[src/rtl/mem_bus_arbiter_if.sv]
// Bus bundle between the two hosts, the arbiter and the memory device.
// master is the arbiter's view, slave is the view of the surrounding hosts and device.
interface mem_bus_arbiter_if #(parameter int size = 16);
   logic            h0_req, h0_read, h0_grant, h0_done, h0_err;
   logic [size-1:0] h0_addr, h0_wdata, h0_rdata;
   logic            h1_req, h1_read, h1_grant, h1_done, h1_err;
   logic [size-1:0] h1_addr, h1_wdata, h1_rdata;
   logic            mem_ready, mem_cs, mem_read, busy;
   logic [size-1:0] mem_rdata, mem_addr, mem_wdata;

   modport master (
      input  h0_req, h0_read, h0_addr, h0_wdata,
      input  h1_req, h1_read, h1_addr, h1_wdata,
      input  mem_ready, mem_rdata,
      output h0_grant, h0_done, h0_err, h0_rdata,
      output h1_grant, h1_done, h1_err, h1_rdata,
      output mem_cs, mem_read, mem_addr, mem_wdata, busy
   );

   modport slave (
      output h0_req, h0_read, h0_addr, h0_wdata,
      output h1_req, h1_read, h1_addr, h1_wdata,
      output mem_ready, mem_rdata,
      input  h0_grant, h0_done, h0_err, h0_rdata,
      input  h1_grant, h1_done, h1_err, h1_rdata,
      input  mem_cs, mem_read, mem_addr, mem_wdata, busy
   );
endinterface

[src/rtl/mem_bus_arbiter.sv]
// Round-robin two-host arbiter for a single memory port, with a mem_ready timeout.
// Every output is decoded from registered state; nothing passes straight from inputs.
module mem_bus_arbiter #(
   parameter int size    = 16,
   parameter int TIMEOUT = 8
) (
   input logic             clk,
   input logic             rst,
   mem_bus_arbiter_if.master bus
);
   typedef enum logic [1:0] {IDLE, ACCESS, DONE, ERR} state_t;

   state_t          state, nxt;
   logic            owner, last, lat_read;
   logic [size-1:0] addr_q, wdata_q, rdata0, rdata1;
   logic [7:0]      cnt;
   logic            win, win_vld, expired;

   // Tie goes to the host that was not served last.
   assign win_vld = bus.h0_req | bus.h1_req;
   assign win     = (bus.h0_req & bus.h1_req) ? ~last : bus.h1_req;
   assign expired = (cnt == 8'(TIMEOUT - 1));

   always_comb begin
      nxt = state;
      case (state)
         IDLE:    if (win_vld) nxt = ACCESS;
         ACCESS:  if (bus.mem_ready) nxt = DONE;
                  else if (expired) nxt = ERR;
         DONE:    nxt = IDLE;
         ERR:     nxt = IDLE;
         default: nxt = IDLE;
      endcase
   end

   always_ff @(posedge clk) begin
      if (!rst) begin
         state    <= IDLE;
         owner    <= 1'b0;
         last     <= 1'b1;
         lat_read <= 1'b0;
         addr_q   <= '0;
         wdata_q  <= '0;
         rdata0   <= '0;
         rdata1   <= '0;
         cnt      <= '0;
      end else begin
         state <= nxt;
         case (state)
            IDLE: if (win_vld) begin
               owner    <= win;
               lat_read <= win ? bus.h1_read  : bus.h0_read;
               addr_q   <= win ? bus.h1_addr  : bus.h0_addr;
               wdata_q  <= win ? bus.h1_wdata : bus.h0_wdata;
               cnt      <= '0;
            end
            ACCESS: begin
               if (bus.mem_ready) begin
                  if (lat_read && !owner) rdata0 <= bus.mem_rdata;
                  if (lat_read &&  owner) rdata1 <= bus.mem_rdata;
               end else if (!expired) begin
                  cnt <= cnt + 8'd1;
               end
            end
            DONE, ERR: last <= owner;
            default: ;
         endcase
      end
   end

   // cnt is cleared on every win, so cnt==0 marks the first ACCESS cycle.
   logic in_acc, first, fin, fail;
   assign in_acc = (state == ACCESS);
   assign first  = in_acc && (cnt == '0);
   assign fin    = (state == DONE) || (state == ERR);
   assign fail   = (state == ERR);

   assign bus.mem_cs    = in_acc;
   assign bus.mem_read  = in_acc & lat_read;
   assign bus.mem_addr  = addr_q;
   assign bus.mem_wdata = wdata_q;
   assign bus.busy      = (state != IDLE);

   assign bus.h0_grant = first & ~owner;
   assign bus.h1_grant = first &  owner;
   assign bus.h0_done  = fin   & ~owner;
   assign bus.h1_done  = fin   &  owner;
   assign bus.h0_err   = fail  & ~owner;
   assign bus.h1_err   = fail  &  owner;
   assign bus.h0_rdata = rdata0;
   assign bus.h1_rdata = rdata1;
endmodule

[src/flat_wrapper.sv]
// flat-port wrapper written by rule: the top's interface ports become plain ports
module mem_bus_arbiter_flat 
#(
   parameter int size    = 16,
   parameter int TIMEOUT = 8
)
  (clk, rst, bus_h0_req, bus_h0_read, bus_h0_addr, bus_h0_wdata, bus_h1_req, bus_h1_read, bus_h1_addr, bus_h1_wdata, bus_mem_ready, bus_mem_rdata, bus_h0_grant, bus_h0_done, bus_h0_err, bus_h0_rdata, bus_h1_grant, bus_h1_done, bus_h1_err, bus_h1_rdata, bus_mem_cs, bus_mem_read, bus_mem_addr, bus_mem_wdata, bus_busy);
  mem_bus_arbiter_if #(.size(size)) bus_i ();
  input logic clk;
  input logic rst;
  input wire logic [$bits(bus_i.h0_req)-1:0] bus_h0_req;
  input wire logic [$bits(bus_i.h0_read)-1:0] bus_h0_read;
  input wire logic [$bits(bus_i.h0_addr)-1:0] bus_h0_addr;
  input wire logic [$bits(bus_i.h0_wdata)-1:0] bus_h0_wdata;
  input wire logic [$bits(bus_i.h1_req)-1:0] bus_h1_req;
  input wire logic [$bits(bus_i.h1_read)-1:0] bus_h1_read;
  input wire logic [$bits(bus_i.h1_addr)-1:0] bus_h1_addr;
  input wire logic [$bits(bus_i.h1_wdata)-1:0] bus_h1_wdata;
  input wire logic [$bits(bus_i.mem_ready)-1:0] bus_mem_ready;
  input wire logic [$bits(bus_i.mem_rdata)-1:0] bus_mem_rdata;
  output wire logic [$bits(bus_i.h0_grant)-1:0] bus_h0_grant;
  output wire logic [$bits(bus_i.h0_done)-1:0] bus_h0_done;
  output wire logic [$bits(bus_i.h0_err)-1:0] bus_h0_err;
  output wire logic [$bits(bus_i.h0_rdata)-1:0] bus_h0_rdata;
  output wire logic [$bits(bus_i.h1_grant)-1:0] bus_h1_grant;
  output wire logic [$bits(bus_i.h1_done)-1:0] bus_h1_done;
  output wire logic [$bits(bus_i.h1_err)-1:0] bus_h1_err;
  output wire logic [$bits(bus_i.h1_rdata)-1:0] bus_h1_rdata;
  output wire logic [$bits(bus_i.mem_cs)-1:0] bus_mem_cs;
  output wire logic [$bits(bus_i.mem_read)-1:0] bus_mem_read;
  output wire logic [$bits(bus_i.mem_addr)-1:0] bus_mem_addr;
  output wire logic [$bits(bus_i.mem_wdata)-1:0] bus_mem_wdata;
  output wire logic [$bits(bus_i.busy)-1:0] bus_busy;
  assign bus_i.h0_req = bus_h0_req;
  assign bus_i.h0_read = bus_h0_read;
  assign bus_i.h0_addr = bus_h0_addr;
  assign bus_i.h0_wdata = bus_h0_wdata;
  assign bus_i.h1_req = bus_h1_req;
  assign bus_i.h1_read = bus_h1_read;
  assign bus_i.h1_addr = bus_h1_addr;
  assign bus_i.h1_wdata = bus_h1_wdata;
  assign bus_i.mem_ready = bus_mem_ready;
  assign bus_i.mem_rdata = bus_mem_rdata;
  assign bus_h0_grant = bus_i.h0_grant;
  assign bus_h0_done = bus_i.h0_done;
  assign bus_h0_err = bus_i.h0_err;
  assign bus_h0_rdata = bus_i.h0_rdata;
  assign bus_h1_grant = bus_i.h1_grant;
  assign bus_h1_done = bus_i.h1_done;
  assign bus_h1_err = bus_i.h1_err;
  assign bus_h1_rdata = bus_i.h1_rdata;
  assign bus_mem_cs = bus_i.mem_cs;
  assign bus_mem_read = bus_i.mem_read;
  assign bus_mem_addr = bus_i.mem_addr;
  assign bus_mem_wdata = bus_i.mem_wdata;
  assign bus_busy = bus_i.busy;
  mem_bus_arbiter #(.size(size), .TIMEOUT(TIMEOUT)) u_core (.clk(clk), .rst(rst), .bus(bus_i));
endmodule
[config.mk]
export PLATFORM = sky130hd
export DESIGN_NAME = mem_bus_arbiter_flat
export DESIGN_NICKNAME = d
export VERILOG_FILES = /design/src/rtl/mem_bus_arbiter_if.sv /design/src/rtl/mem_bus_arbiter.sv /design/src/flat_wrapper.sv
export SDC_FILE = /design/constraint.sdc
export NUM_CORES = 1
export LEC_CHECK = 0
export CORE_UTILIZATION = 47
export CTS_BUF_LIST = sky130_fd_sc_hd__clkbuf_16
export DETAILED_ROUTE_END_ITERATION = 6
export DONT_BUFFER_PORTS = 1
export PLACE_DENSITY = 0.7
export SETUP_SLACK_MARGIN = 0.15
export SKIP_LAST_GASP = 1
export SLEW_MARGIN = 20
export SYNTH_ARGS = -nofsm -noshare
export SYNTH_HDL_FRONTEND = slang
export SYNTH_SLANG_ARGS = --single-unit
[constraint.sdc]
create_clock -name clk -period 2.25 [get_ports clk]
set_clock_uncertainty 0.15 [all_clocks]
set_input_delay 0.225 -clock clk [delete_from_list [all_inputs] [get_ports clk]]
set_output_delay 0.225 -clock clk [all_outputs]
set_load 0.01 [all_outputs]
==> key figures, run 1 <==
Timing
  – Setup total negative slack: 0 ns
  – Tmin final: 2.05 ns
  – Period Utilization, post-route: 0.910
  – RSZ-0062 raised after global routing: false
  – F_max: 0.488 GHz
  – Worst Hold Slack: -0.00323 ns
  – Final Max Slew Viols: 0
  – Slew @ Worst Pin: 0.698 ns
  – Final setup fails: 0
  – Worst slew margin: 0.533
  – Final-report hold violation count: 2

Global routing
  – Vias in the first global route: 2867
  – Total GRT Usage: 0.246
  – Largest net degree at the start of global routing: 68
  – Grt ovf: 0
  – First-pass GRT wire length: 14100 um
  – Initial antenna violation count: 0

Yosys
  – Leading post-synthesis cells by cell area: dfxtp_1, mux2i_1, nand2_1
  – Post-synth EDFFs: 0
  – Synthesized Nets: 473
  – Flops & latches, synth: 77
  – Netlist cell types: 45
  – Synth top area share: 0.464
  – Mean area per synthesized cell: 8.64 um2
  – Post-synthesis cell area: 3320 um2
  – Register area share after synthesis: 0.464
  – Cell taking the most area after synthesis: dfxtp_1
  – Ys Warns: 0
  – Most common cell in the netlist: dfxtp_1
  – Top cells by count, synth: dfxtp_1, nand2_1, nor2_1
  – Top_reg_cell synth: dfxtp_1
  – Synthesized instance count: 384
  – Post-synth ARST share: 0

Run status
  – Status: complete, but fails checks
  – Failing checks: negative hold slack

Setup path
  – Critical path depth: 5
  – Crit path DAT: 2.12 ns
  – R2R setup slack: 0.20 ns
  – Worst Setup End Kind: flip-flop
  – Critical-path top delay cell: dlygate4sd3_1
  – Critical path origin: u_core.last$_SDFFE_PN1N_
  – Number of cells on the worst reg-to-reg path: 5
  – Crit-path max cell delay: 0.58 ns
  – CP required: 2.33 ns
  – Delay-heaviest family, CP: buffers and inverters
  – Critical path endpoint: u_core.bus.mem_wdata[7]$_SDFFE_PN0P_
  – CP Buf/Inv Count: 2
  – Crit path max fanout: 17
  – CP Cell Sequence: a21boi_4 -> buf_12 -> mux2i_1 -> dlygate4sd3_1 -> a211oi_1
  – Worst reg2reg path startpoint: u_core.last$_SDFFE_PN1N_
  – Crit path launch type: flip-flop
  – Worst setup path class: reg -> reg
  – Reg2reg end: u_core.bus.mem_wdata[7]$_SDFFE_PN0P_

Detailed routing
  – Via count: 3041
  – Detail Route Antenna Nets: 0
  – Starting DRT DRC Count: 123
  – Vias/cell: 5.65
  – Final WL: 9270 um
  – First-pass detailed-route iteration total: 4
  – Drt wl/cell: 17.2 um
  – DRC errors left: 0

CTS
  – Later-pin clock latency in the skew report: 0.33 ns
  – Clock tree buffer depth: 2
  – Htree depth: 3
  – Clock sinks: 77
  – Clock root buffer: clkbuf_16
  – CTS tree: built
  – Reg clk slew, reported paths: 0.06 ns
  – CTS Buf Count: 9

Placed design
  – IO Port Bufs: 0
  – Post-detail-place hpwl: 5290 um
  – GP Congestion: 0.856

Min path
  – Hold_sp: bus_h0_read
  – Worst Hold Class: in -> reg

Run
  – Max_cap viols: 0

Pwr
  – LEAKAGE: 1.59 nW
  – Pwr dens: 797 nW/um2
  – Peak supply drop: 0.000471 V

Layout
  – # diodes: 0
  – Number of nets in the layout: 526
  – P&R area growth vs syn: 31.5%
  – Share of cells above drive strength 1: 0.0837

Die
  – Die width: 86.0 um
  – Die height: 86.0 um
  – Core Rows: 30
  – Die area: 7400 um2
  – Initial Util: 0.489
  – Core area: 6790 um2
  – IO Count: 160
[cell usage in the layout, fill, tap and decap left out, types with 3 or more instances in the layout]
cell type | Yosys | final
a211oi_1 | 33 | 33
a21oi_1 | 34 | 34
and3_1 | 7 | 7
buf_4 | 5 | 7
clkbuf_16 | 0 | 10
dfxtp_1 | 77 | 77
dlygate4sd3_1 | 0 | 60
inv_1 | 6 | 6
mux2i_1 | 33 | 33
nand2_1 | 70 | 70
nand3_1 | 8 | 8
nand4b_1 | 3 | 3
nor2_1 | 42 | 42
nor3_1 | 5 | 4
o21ai_0 | 3 | 3
[state kept, by name (all words and copies together), names as in the netlist]
register,count
u_core.bus.h0_rdata,16
u_core.bus.h1_rdata,16
u_core.bus.mem_addr,16
u_core.bus.mem_wdata,16
u_core.cnt,8
u_core.last,1
u_core.lat_read,1
u_core.owner,1
u_core.state,2
[through the flow]
step | std cells | worst slack [ns] | power (mW) | area, um2 | util
2_1_floorplan | 384 | 0.632 | 1.80 | 3320 | -
3_3_place_gp | 460 | 0.323 | 1.86 | 3400 | 0.501
3_5_place_dp | 460 | 0.196 | 1.87 | 3400 | 0.501
4_1_cts | 536 | 0.233 | 3.48 | 4330 | 0.637
5_1_grt | 538 | 0.147 | 3.61 | 4370 | 0.643
6_report | 538 | 0.202 | 3.48 | 4370 | 0.643
[logic make-up (layout without fill, tap and decap cells)]
family / after synthesis / after routing / synth area share
flip-flops: 77 / 77 / 0.464
AND/OR/NAND/NOR: 152 / 152 / 0.211
adder cells (fa/ha/maj): 2 / 2 / 0.00754
multiplexers: 33 / 33 / 0.0995
buffers and inverters: 35 / 93 / 0.0498
AO/OA/AOI/OAI: 85 / 85 / 0.168
[layer usage]
layer | vias to the layer above | wire [um] | global-route usage
met5 | - | 0 | 0
met4 | 0 | 239 | 0.124
met3 | 22 | 759 | 0.0751
met2 | 151 | 4680 | 0.418
met1 | 1407 | 3590 | 0.278
li1 | 1461 | - | -
[power by group]
group / total (mW) / internal, mW / switching [mW] / leakage, nW
Sequential: 1.54 / 1.44 / 0.0954 / 0.630
Combinational: 0.437 / 0.214 / 0.223 / 0.816
Clock: 1.50 / 0.887 / 0.615 / 0.149
[area by class of cell]
cell class	instances	area [um2]
clock buffers	9	225
clock inverters	7	92.6
fillers	535	2430
inverters	7	26.3
multi-input cells	272	1640
flip-flops and latches	77	1540
well taps	96	120
repair buffers	70	718
[how the worst min path moves through the flow]
stage / endpoint / slack, ns / depth (start not counted)
2_1_floorplan: u_core.state[0]$_SDFFE_PN0P_ / 0.19 / 1
3_3_place_gp: u_core.state[1]$_SDFFE_PN0P_ / 0.19 / 2
3_5_place_dp: u_core.state[1]$_SDFFE_PN0P_ / 0.19 / 2
4_1_cts: u_core.bus.mem_wdata[5]$_SDFFE_PN0P_ / 0.0009 / 2
5_1_grt: u_core.bus.mem_addr[15]$_SDFFE_PN0P_ / 0.005 / 2
6_report: u_core.lat_read$_SDFFE_PN0P_ / -0.003 / 2
[repair_timing]
action / in CTS / in global routing
pin swaps: 0 / 1
setup buffers: 0 / 1
endpoints found under the hold margin: 62 / 0
hold buffers: 60 / 0
setup endpoints to repair: 2 / 7
gates resized for setup: 2 / 1
gates cloned: 0 / 1
Power figures use the tool's default switching activity.
==> run 2: changes to the inputs <==
--- a/config.mk
+++ b/config.mk
@@ -5,6 +5,7 @@
 export SDC_FILE = /design/constraint.sdc
 export NUM_CORES = 1
 export LEC_CHECK = 0
+export CAP_MARGIN = 0
 export CORE_UTILIZATION = 47
 export CTS_BUF_LIST = sky130_fd_sc_hd__clkbuf_16
 export DETAILED_ROUTE_END_ITERATION = 6
==> results of run 2 <==
The final DEF is identical to that of run 1; final timing and power are the same.
